--- config.mk ---
export PLATFORM = sky130hd
export DESIGN_NAME = ex_stage
export DESIGN_NICKNAME = d
export VERILOG_FILES = /design/src/rtl/ex_stage_pkg.sv /design/src/rtl/ex_stage_div_unit.sv /design/src/rtl/ex_stage.sv
export SDC_FILE = /design/constraint.sdc
export NUM_CORES = 1
export LEC_CHECK = 0
export CORE_UTILIZATION = 28
export CTS_CLUSTER_SIZE = 24
export DETAILED_ROUTE_END_ITERATION = 12
export PLACE_DENSITY_LB_ADDON = 0.15
export SETUP_SLACK_MARGIN = 0.4
export SLEW_MARGIN = 10
export SYNTH_ARGS = -nofsm -noshare
export SYNTH_HDL_FRONTEND = slang
export SYNTH_HIERARCHICAL = 1
export SYNTH_SLANG_ARGS = --single-unit
--- constraint.sdc ---
create_clock -name clock -period 4 [get_ports clock]
set_input_delay 0.4 -clock clock [delete_from_list [all_inputs] [get_ports clock]]
set_output_delay 0.4 -clock clock [all_outputs]
set_load 0.02 [all_outputs]
--- src/rtl/ex_stage_pkg.sv ---
// -----------------------------------------------------------------------------
// ex_stage_pkg
// Shared definitions for the execute stage: bus widths, ALU operator codes,
// result category codes, enable/zero constants, divider FSM state encodings
// and a small conditional-negate helper used by the divider.
// No ports (package).
// -----------------------------------------------------------------------------
package ex_stage_pkg;

  localparam int DATA_W     = 32;
  localparam int REG_ADDR_W = 5;
  localparam int OP_W       = 8;
  localparam int CAT_W      = 3;

  localparam logic              ENABLE    = 1'b1;
  localparam logic              DISABLE   = 1'b0;
  localparam logic [DATA_W-1:0] ZERO_WORD = 32'h0000_0000;

  // ALU operator codes (ID/EX operator field)
  localparam logic [OP_W-1:0] OP_NOP  = 8'b0000_0000;
  localparam logic [OP_W-1:0] OP_AND  = 8'b0010_0100;
  localparam logic [OP_W-1:0] OP_OR   = 8'b0010_0101;
  localparam logic [OP_W-1:0] OP_XOR  = 8'b0010_0110;
  localparam logic [OP_W-1:0] OP_NOR  = 8'b0010_0111;
  localparam logic [OP_W-1:0] OP_SLL  = 8'b0111_1100;
  localparam logic [OP_W-1:0] OP_SRL  = 8'b0000_0010;
  localparam logic [OP_W-1:0] OP_SRA  = 8'b0000_0011;
  localparam logic [OP_W-1:0] OP_ADD  = 8'b0010_0000;
  localparam logic [OP_W-1:0] OP_ADDU = 8'b0010_0001;
  localparam logic [OP_W-1:0] OP_SUB  = 8'b0010_0010;
  localparam logic [OP_W-1:0] OP_SUBU = 8'b0010_0011;
  localparam logic [OP_W-1:0] OP_SLT  = 8'b0010_1010;
  localparam logic [OP_W-1:0] OP_SLTU = 8'b0010_1011;
  localparam logic [OP_W-1:0] OP_MFHI = 8'b0001_0000;
  localparam logic [OP_W-1:0] OP_MTHI = 8'b0001_0001;
  localparam logic [OP_W-1:0] OP_MFLO = 8'b0001_0010;
  localparam logic [OP_W-1:0] OP_MTLO = 8'b0001_0011;
  localparam logic [OP_W-1:0] OP_DIV  = 8'b0001_1010;
  localparam logic [OP_W-1:0] OP_DIVU = 8'b0001_1011;

  // Result category codes
  localparam logic [CAT_W-1:0] CAT_NOP   = 3'b000;
  localparam logic [CAT_W-1:0] CAT_LOGIC = 3'b001;
  localparam logic [CAT_W-1:0] CAT_SHIFT = 3'b010;
  localparam logic [CAT_W-1:0] CAT_MOVE  = 3'b011;
  localparam logic [CAT_W-1:0] CAT_ARITH = 3'b100;
  localparam logic [CAT_W-1:0] CAT_DIV   = 3'b101;

  // Divider FSM states
  localparam logic [1:0] DIV_IDLE = 2'd0;
  localparam logic [1:0] DIV_BUSY = 2'd1;
  localparam logic [1:0] DIV_DONE = 2'd2;

  localparam int DIV_STEPS = 32;

  // Two's-complement negate when neg is set, pass-through otherwise.
  function automatic logic [DATA_W-1:0] negate_if(input logic neg,
                                                   input logic [DATA_W-1:0] value);
    return neg ? (~value + 32'd1) : value;
  endfunction

endpackage

--- src/rtl/ex_stage_div_unit.sv ---
// -----------------------------------------------------------------------------
// div_unit
// Iterative restoring divider, one quotient bit per cycle, 32 steps.
// FSM: IDLE -> BUSY (32 cycles) -> DONE -> IDLE; divide-by-zero goes
// straight IDLE -> DONE with quotient all-ones and remainder = dividend.
// Ports:
//   clock, reset      rising-edge clock, synchronous active-high reset
//   start             DIV/DIVU request present in EX
//   signed_op         1 = DIV (signed), 0 = DIVU
//   annul             abandons any operation, back to IDLE next cycle
//   dividend, divisor raw operands from EX
//   busy              stall request (start cycle + 32 BUSY cycles)
//   done              result valid this cycle, commit at closing edge
//   quotient, remainder sign-corrected results (meaningful while done)
// -----------------------------------------------------------------------------
module div_unit
  import ex_stage_pkg::*;
(
  input  logic              clock,
  input  logic              reset,
  input  logic              start,
  input  logic              signed_op,
  input  logic              annul,
  input  logic [DATA_W-1:0] dividend,
  input  logic [DATA_W-1:0] divisor,
  output logic              busy,
  output logic              done,
  output logic [DATA_W-1:0] quotient,
  output logic [DATA_W-1:0] remainder
);

  logic [1:0]        state_q, state_d;
  logic [5:0]        count_q, count_d;
  logic [DATA_W-1:0] quot_q, quot_d;
  logic [DATA_W-1:0] rem_q, rem_d;
  logic [DATA_W-1:0] divisor_q, divisor_d;
  logic              neg_quot_q, neg_quot_d;
  logic              neg_rem_q, neg_rem_d;
  logic [DATA_W:0]   shifted;
  logic [DATA_W:0]   trial;
  logic              divisor_zero;

  assign divisor_zero = (divisor == ZERO_WORD);

  // quot_q starts out holding the dividend magnitude and is shifted left each
  // step; the bit leaving its top enters the partial remainder while the new
  // quotient bit fills in from the bottom.
  always_comb begin
    state_d    = state_q;
    count_d    = count_q;
    quot_d     = quot_q;
    rem_d      = rem_q;
    divisor_d  = divisor_q;
    neg_quot_d = neg_quot_q;
    neg_rem_d  = neg_rem_q;
    shifted    = {rem_q, quot_q[DATA_W-1]};
    trial      = shifted - {1'b0, divisor_q};

    if (annul) begin
      state_d = DIV_IDLE;
    end else begin
      case (state_q)
        DIV_IDLE: begin
          if (start) begin
            if (divisor_zero) begin
              quot_d     = 32'hFFFF_FFFF;
              rem_d      = dividend;
              neg_quot_d = 1'b0;
              neg_rem_d  = 1'b0;
              state_d    = DIV_DONE;
            end else begin
              quot_d     = negate_if(signed_op & dividend[DATA_W-1], dividend);
              divisor_d  = negate_if(signed_op & divisor[DATA_W-1], divisor);
              rem_d      = ZERO_WORD;
              count_d    = 6'd0;
              neg_quot_d = signed_op & (dividend[DATA_W-1] ^ divisor[DATA_W-1]);
              neg_rem_d  = signed_op & dividend[DATA_W-1];
              state_d    = DIV_BUSY;
            end
          end
        end
        DIV_BUSY: begin
          // trial[32] set means the shifted remainder is below the divisor,
          // so the subtraction is discarded (restoring step).
          if (!trial[DATA_W]) begin
            rem_d  = trial[DATA_W-1:0];
            quot_d = {quot_q[DATA_W-2:0], 1'b1};
          end else begin
            rem_d  = shifted[DATA_W-1:0];
            quot_d = {quot_q[DATA_W-2:0], 1'b0};
          end
          count_d = count_q + 6'd1;
          if (count_q == 6'(DIV_STEPS - 1)) begin
            state_d = DIV_DONE;
          end
        end
        DIV_DONE: begin
          state_d = DIV_IDLE;
        end
        default: begin
          state_d = DIV_IDLE;
        end
      endcase
    end
  end

  always_ff @(posedge clock) begin
    if (reset) begin
      state_q    <= DIV_IDLE;
      count_q    <= 6'd0;
      quot_q     <= ZERO_WORD;
      rem_q      <= ZERO_WORD;
      divisor_q  <= ZERO_WORD;
      neg_quot_q <= 1'b0;
      neg_rem_q  <= 1'b0;
    end else begin
      state_q    <= state_d;
      count_q    <= count_d;
      quot_q     <= quot_d;
      rem_q      <= rem_d;
      divisor_q  <= divisor_d;
      neg_quot_q <= neg_quot_d;
      neg_rem_q  <= neg_rem_d;
    end
  end

  // The start cycle already stalls so the pipeline holds the DIV in EX.
  assign busy = !annul && (((state_q == DIV_IDLE) && start && !divisor_zero) ||
                           (state_q == DIV_BUSY));
  assign done = !annul && (state_q == DIV_DONE);

  assign quotient  = negate_if(neg_quot_q, quot_q);
  assign remainder = negate_if(neg_rem_q, rem_q);

endmodule

--- src/rtl/ex_stage.sv ---
// -----------------------------------------------------------------------------
// ex_stage
// Execute stage: combinational ALU (logic, shift, arithmetic, HI/LO moves),
// HI/LO registers and an optional iterative divider.
// Build option: define DIVIDER_EN to include the div_unit divider; without it
// the DIV category behaves as a NOP and stall_request is tied low.
// Ports:
//   clock, reset                  rising-edge clock, synchronous active-high reset
//   ex_operator, ex_category      operator / result category from ID/EX
//   ex_operand1, ex_operand2      source operands
//   ex_write_addr, ex_write_enable destination GPR and write request
//   annul                         cancels the instruction in EX
//   mem_write_addr/enable/data    GPR result towards EX/MEM
//   stall_request                 holds IF/ID/EX while a division runs
//   hi_out, lo_out                current HI/LO contents
// -----------------------------------------------------------------------------
module ex_stage
  import ex_stage_pkg::*;
(
  input  logic                  clock,
  input  logic                  reset,
  input  logic [OP_W-1:0]       ex_operator,
  input  logic [CAT_W-1:0]      ex_category,
  input  logic [DATA_W-1:0]     ex_operand1,
  input  logic [DATA_W-1:0]     ex_operand2,
  input  logic [REG_ADDR_W-1:0] ex_write_addr,
  input  logic                  ex_write_enable,
  input  logic                  annul,
  output logic [REG_ADDR_W-1:0] mem_write_addr,
  output logic                  mem_write_enable,
  output logic [DATA_W-1:0]     mem_write_data,
  output logic                  stall_request,
  output logic [DATA_W-1:0]     hi_out,
  output logic [DATA_W-1:0]     lo_out
);

  logic [DATA_W-1:0] hi_q, hi_d;
  logic [DATA_W-1:0] lo_q, lo_d;
  logic [DATA_W-1:0] sum, diff, result;
  logic [4:0]        shamt;
  logic              add_ovf, sub_ovf, ovf_block;
  logic              slt_bit, sltu_bit;
  logic              div_done, div_as_nop;
  logic [DATA_W-1:0] div_quot, div_rem;

  always_comb begin
    shamt    = ex_operand1[4:0];
    sum      = ex_operand1 + ex_operand2;
    diff     = ex_operand1 - ex_operand2;
    // Signed overflow: result sign disagrees with the (effective) operand signs.
    add_ovf  = (ex_operand1[DATA_W-1] == ex_operand2[DATA_W-1]) &&
               (sum[DATA_W-1] != ex_operand1[DATA_W-1]);
    sub_ovf  = (ex_operand1[DATA_W-1] != ex_operand2[DATA_W-1]) &&
               (diff[DATA_W-1] != ex_operand1[DATA_W-1]);
    slt_bit  = $signed(ex_operand1) < $signed(ex_operand2);
    sltu_bit = ex_operand1 < ex_operand2;
    result   = ZERO_WORD;
    case (ex_category)
      CAT_LOGIC: begin
        case (ex_operator)
          OP_AND:  result = ex_operand1 & ex_operand2;
          OP_OR:   result = ex_operand1 | ex_operand2;
          OP_XOR:  result = ex_operand1 ^ ex_operand2;
          OP_NOR:  result = ~(ex_operand1 | ex_operand2);
          default: result = ZERO_WORD;
        endcase
      end
      CAT_SHIFT: begin
        case (ex_operator)
          OP_SLL:  result = ex_operand2 << shamt;
          OP_SRL:  result = ex_operand2 >> shamt;
          OP_SRA:  result = DATA_W'($signed(ex_operand2) >>> shamt);
          default: result = ZERO_WORD;
        endcase
      end
      CAT_ARITH: begin
        case (ex_operator)
          OP_ADD, OP_ADDU: result = sum;
          OP_SUB, OP_SUBU: result = diff;
          OP_SLT:          result = {{(DATA_W-1){1'b0}}, slt_bit};
          OP_SLTU:         result = {{(DATA_W-1){1'b0}}, sltu_bit};
          default:         result = ZERO_WORD;
        endcase
      end
      CAT_MOVE: begin
        case (ex_operator)
          OP_MFHI: result = hi_q;
          OP_MFLO: result = lo_q;
          default: result = ZERO_WORD;
        endcase
      end
      default: result = ZERO_WORD;
    endcase
    ovf_block = (ex_category == CAT_ARITH) &&
                (((ex_operator == OP_ADD) && add_ovf) ||
                 ((ex_operator == OP_SUB) && sub_ovf));
  end

`ifdef DIVIDER_EN
  logic div_start, div_busy;

  assign div_start = (ex_category == CAT_DIV) &&
                     ((ex_operator == OP_DIV) || (ex_operator == OP_DIVU));

  div_unit u_div_unit (
    .clock     (clock),
    .reset     (reset),
    .start     (div_start),
    .signed_op (ex_operator == OP_DIV),
    .annul     (annul),
    .dividend  (ex_operand1),
    .divisor   (ex_operand2),
    .busy      (div_busy),
    .done      (div_done),
    .quotient  (div_quot),
    .remainder (div_rem)
  );

  assign stall_request = div_busy && !reset;
  assign div_as_nop    = DISABLE;
`else
  assign stall_request = DISABLE;
  assign div_done      = DISABLE;
  assign div_quot      = ZERO_WORD;
  assign div_rem       = ZERO_WORD;
  assign div_as_nop    = (ex_category == CAT_DIV);
`endif

  // A divider commit wins over an MTHI/MTLO in the same cycle; annul blocks
  // the move-to writes but never a commit (the divider gates its own done).
  always_comb begin
    hi_d = hi_q;
    lo_d = lo_q;
    if (div_done) begin
      hi_d = div_rem;
      lo_d = div_quot;
    end else if (!annul) begin
      if (ex_operator == OP_MTHI) hi_d = ex_operand1;
      if (ex_operator == OP_MTLO) lo_d = ex_operand1;
    end
  end

  always_ff @(posedge clock) begin
    if (reset) begin
      hi_q <= ZERO_WORD;
      lo_q <= ZERO_WORD;
    end else begin
      hi_q <= hi_d;
      lo_q <= lo_d;
    end
  end

  assign hi_out = hi_q;
  assign lo_out = lo_q;

  assign mem_write_addr   = reset ? '0 : ex_write_addr;
  assign mem_write_data   = reset ? ZERO_WORD : result;
  assign mem_write_enable = ex_write_enable && !reset && !annul && !stall_request &&
                            !ovf_block && !div_as_nop && (ex_category != CAT_NOP);

endmodule

* Word level (Yosys, flattened, before mapping)
Index checks and enable logic that the tools add are counted.
** Cells by class
- $add $sub $neg :: 2
- Magnitude comparators :: 2
- Equality and inequality tests :: 26
- Shifts and indexed selects :: 3
- Mux-type cells :: 7
- Bitwise gates (word level) :: 5
- Reductions and logical operators :: 20
** Operators by type and width (number)
- $pmux 32 s4 :: 3
- $pmux 32 s3 :: 1
- $eq 8x6->1 const B :: 10
- $lt 32x32->1 :: 2
- $pmux 32 s2 :: 1
- $add 32x32->32 :: 1
- $and 32x32->32 :: 1
- $eq 8x5->1 const B :: 4
- $mux 32 :: 1
- $not 32->32 :: 1
- $or 32x32->32 :: 1
- $shl 32x5->32 :: 1
- $shr 32x5->32 :: 1
- $sshr 32x5->32 :: 1
- $sub 32x32->32 :: 1
- $xor 32x32->32 :: 1
- $eq 8x2->1 const B :: 2
- $logic_and 1x1->1 :: 10
- $eq 8x7->1 const B :: 1
- $eq 3x2->1 const B :: 2
- $eq 3x3->1 const B :: 2
- $mux 5 :: 1
- $logic_not 1->1 :: 4
- $reduce_and 2->1 :: 2
- other kinds (7) :: 10
** Word-level totals
- Flip-flop bits (word level) :: 64
- Output and inout bits :: 103
- Logic and storage cells :: 67

* Logic depth before layout (Yosys ltp)
Gate-level depths: netlist of run 1.
- Depth after elaboration :: 10
- Gate-level depth with buffers :: 18
- Depth with buffers taken out :: 14

* Worst setup path after synthesis of run 1
OpenSTA, ideal clock, no wires.
- Kind :: input -> output
- From :: input ex_operand1[0]
- To :: output mem_write_data[22]
- Arrival time :: 3.833 ns
- Slack :: -0.233 ns
- Stages on the path :: 17
- Path buffers :: 4
- Cells stage by stage :: buf_2 buf_4 inv_2 buf_4 buf_2 ha_1 inv_1 fa_1 nor2b_1 o21ai_0 a31oi_1 o21ai_1 o311a_1 nand2b_1 nand3b_1 o221a_2 o31ai_1
** Between the ends
- Word-level cells in the longest chain between the ends :: 4
- Elaborated cells on any way between the ends :: 9
- Classes of those cells :: add/sub: 2; shift: 3; mux: 4
** Ends and longest elaborated chain
- start: declaration :: line ex_stage.sv:24 : input logic [DATA_W-1:0] ex_operand1,
- $sub 32x32->32, or another cell as far along :: line ex_stage.sv:49 : diff = ex_operand1 - ex_operand2;
- $pmux 32 s4 / $pmux 32 s3 (equally long branches) :: line ex_stage.sv:77, ex_stage.sv:69
- $pmux 32 s4 (*) :: line ex_stage.sv:58 : case (ex_category)
- $mux 32 (*) :: line ex_stage.sv:157 : assign mem_write_data = reset ? ZERO_WORD : result;
- end: declaration :: line ex_stage.sv:31 : output logic [DATA_W-1:0] mem_write_data,
Mark *: on every way between the ends. The rest lies on a longest branch, timed or not.

* Final worst setup path of run 1
- From :: input ex_operand1[3]
- To :: output mem_write_data[31]
The elaborated chain is that of the path after synthesis.

==> results of run 1 <==
-- layout make-up --
cell class,instances,share of cell area (%)
inverters,128,2.616
clock inverters,3,0.1993
multi-input cells,1498,55.75
flip-flops and latches,64,6.378
clock buffers,13,1.295
well taps,585,3.643
repair buffers,709,30.12
-- registers in the layout (all words and copies together), names as in the netlist --
| register | count |
|---|---|
| hi_out | 32 |
| lo_out | 32 |
-- tightest hold or removal path, stage by stage --
cell and delay [ps]:
clkbuf_2 100, buf_6 130, nand2_1 50, a21oi_1 50
-- cell usage in the layout, fill, tap and decap left out, drive strengths merged, types with 16 or more instances in the layout --
cell type        n
o21ai          114
nand2          242
a31oi           20
o211ai          34
clkdlybuf4s50  104
mux4            23
nor2           185
nor3            30
ha              99
a22oi           34
a21oi          260
nand3           26
mux2i          124
a211oi          33
o22ai           35
dfxtp           64
o31ai           16
nor4            17
buf            555
clkbuf          34
inv            126
xnor2           20
-- power groups by stage --
| stage | sequential [W] | combinational (W) | clock, W |
|---|---|---|---|
| 6_report | 0.000639 | 0.00219 | 0.000799 |
| 3_5_place_dp | 0.000653 | 0.00184 | 0 |
| 2_1_floorplan | 0.000654 | 0.000934 | 0 |
| 5_1_grt | 0.000639 | 0.00232 | 0.000830 |
| 4_1_cts | 0.000639 | 0.00203 | 0.000808 |
| 3_3_place_gp | 0.000653 | 0.00184 | 0 |
-- worst min path at each step --
| stage | end | cells past startpoint | slack [ps] |
|---|---|---|---|
| detailed placement | hi_out[14]$_SDFFE_PP0P_ | 2 | 460 |
| CTS | hi_out[14]$_SDFFE_PP0P_ | 2 | 470 |
| floorplan | hi_out[15]$_SDFFE_PP0P_ | 2 | 540 |
| global route | lo_out[8]$_SDFFE_PP0P_ | 4 | 470 |
| global placement | lo_out[14]$_SDFFE_PP0P_ | 2 | 460 |
| finish | hi_out[8]$_SDFFE_PP0P_ | 4 | 460 |
-- synthesized netlist by cell type (all sizes together) (16+ instances only) --
cell	instances	area [um2]
a211oi	33	247.7
a21oi	260	1305
a22oi	34	255.2
a31oi	20	131.4
buf	69	377.9
clkbuf	77	294.0
dfxtp	64	1281
ha	99	1239
inv	124	465.4
mux2i	124	1241
mux4	23	518.0
nand2	242	908.4
nand3	26	130.1
nor2	185	701.9
nor3	30	150.1
nor4	17	112.6
o211ai	34	255.2
o21ai	114	574.3
o22ai	35	219.0
o31ai	16	120.1
xnor2	20	175.2
-- metal layers --
layer | part of all wire, % | vias to the layer above
li1 | - | 7780
met1 | 46 | 8105
met2 | 43 | 742
met3 | 8.3 | 97
met4 | 2.9 | 2
met5 | 0.017 | -
-- stage by stage --
stage / utilization [%] / setup TNS, ps
6_report: 46.53 / 0
5_1_grt: 46.53 / 0
4_1_cts: 44.85 / 0
3_5_place_dp: 41.52 / -15570
3_3_place_gp: 41.52 / -15870
2_1_floorplan: - / 0
-- what timing repair did --
item | in CTS | in global routing
setup endpoints to repair | 33 | 33
pin swaps | 69 | 72
cloned | 3 | 2
gates resized for setup | 373 | 234
buffers inserted | 22 | 26
-- cell families (layout without fill, tap and decap cells) --
| logic type | count (synthesis) | count (layout) |
|---|---|---|
| flops | 64 | 64 |
| simple gates | 573 | 573 |
| buf+inv | 274 | 853 |
| mux | 160 | 160 |
| fa+ha+maj | 101 | 101 |
| xor+xnor | 22 | 22 |
| other cells | 1 | 1 |
| compound gates | 641 | 641 |
==> impl_metrics.yaml, run 1 <==
logic_synthesis:
  synth_top_family_by_area: "compound AO/OA/AOI/OAI gates"
  synth_edf_count: 0
  syn-cell-area_um2: 12290
  synth_top_flop_cell: "dfxtp_1"
  yosys_warnings: 6
  muxShareOfSynthArea_pct: 15.50
  seq_area_frac_synth_pct: 10.42
  synth_compound_area_share_pct: 32.28
  synth_seq_cells: 64
  async_flop_share_pct: 0
  syn_area_per_cell_um2: 6.695
  synthCells: 1836
  synth_fp_nets: 2021
  ys_types: 88
  synth-xor-area-share_pct: 1.568
  synth_simple_gate_area_share_pct: 20.42
  synthAdderAreaFrac_pct: 10.40
global_route:
  grt.overflow.total: 0
  antenna_found_initial: 2
  use_met3_pct: 4.614
  grt_busiest_layer: "met2"
  grt_util_all_layers_pct: 31.14
  grt_pass1_vias: 16053
  grt_max_degree: 83
  grtUsageMet1_pct: 45.62
  grtUsageMet2_pct: 46.79
  grt_pass1_wl_um: 104500
finish:
  area_growth_pct: 63.44
  drive_gt1_share_pct: 36.48
  ff_latch_area_um2: 1281
  stdcell_count: 3000
  multi_input_area_um2: 11200
  nNetsFinal: 2595
  fillCellCount: 4493
  fin_area_um2: 20090
  diodes: 0
critical_path:
  r2r_slack_ps: 3270
  startpoint: "ex_operand1[3]"
  worst-path-buf-inv: 6
  regToRegStartpoint: "hi_out[31]$_SDFFE_PP0P_"
  endpoint_kind: "output port"
  critical-path-top-delay-family: "compound AO/OA/AOI/OAI gates"
  critical_path_class: "in2out"
  critPathMaxStageDelay_ps: 320
  regToRegEndpoint: "hi_out[31]$_SDFFE_PP0P_"
  path_cells: "buf_2 -> buf_4 -> ha_2 -> buf_4 -> a221oi_4 -> a21oi_2 -> a41oi_2 -> nor3b_4 -> buf_6 -> buf_6 -> o21ai_4 -> o41ai_4 -> xor2_1 -> a22oi_1 -> o22ai_2 -> buf_6"
  cp.depth: 16
  start_kind: "input port"
  critical_path_arrival_ps: 3200
  cpMostUsedCell: "buf_6"
  rr_worst_depth: 2
  required_ps: 3600
  crit_fanout: 4
  cp-endpoint: "mem_write_data[31]"
  cp_slowest_cell: "o41ai_4"
clock_tree:
  cts_tree: "yes"
  cts_root_buf: "clkbuf_16"
  holdBufCountCts: 0
  cts_inserted_buffers: 9
  clock_latency_ps: 330
  cts_max_level: 3
  cts_buffer_depth: 2
  clk_pin_slew_worst_paths_ps: 50
  cts.sinks: 64
detailed_routing:
  num_vias: 16726
  avgRoutedWirePerCell_um: 23.91
  ant_nets: 0
  firstDrtPassIters: 6
  drc: 0
  routed_via_density: 5.575
  drt-total-wl_um: 71740
  drtIter0Drc: 1578
pwr:
  swShare_pct: 40.70
  p_seq_share_pct: 17.6
  combinationalPowerShare_pct: 60.4
  clkPwrFrac_pct: 22.0
  p_per_area_nw_per_um2: 180.8
  p_int_w: 0.002153
  switching_power_w: 0.001478
  ir_drop_v: 0.0002778
  power_w: 0.003631
  leakagePower_nw: 8.388
sta:
  hold_slack_ps: 459.0
  max_freq_mhz: 278.1
  maxSlewViolCount: 0
  rsz0062_at_grt: "true"
  post-route-period-util_pct: 89.90
  fin_ws_ps: 404.1
  setup_viol: 0
  fin_crit_ps: 3596
  fin_skew_ps: 0
  worst_pin_slew_ps: 899.6
  finalHoldViolCount: 0
  max-slew-margin-rel_pct: 40.03
die:
  ios: 187
  die_w_um: 211.5
  fp-row-count: 76
  die_y_um: 211.5
  start_util_pct: 28.47
  dieArea_um2: 44740
  core_um2: 43170
placed_design:
  dp_hpwl_um: 55760
  postPlaceCellArea_um2: 17930
  dp_cells: 2931
  dp_slack_ps: -847.4
  port_buffers: 185
  place_congestion: 0.9826
min_path:
  hp-class: "in2reg"
  min_from: "ex_operand1[8]"
status:
  status: "complete, no violations"
run:
  drv_cap: 0
No activity file was read; power rests on OpenSTA's default activity.
==> run 2: changes to the inputs <==
CAP_MARGIN = 5   (was not set)
==> results of run 2 <==
Same layout as run 1: the final DEF is identical, and so are final timing and power.
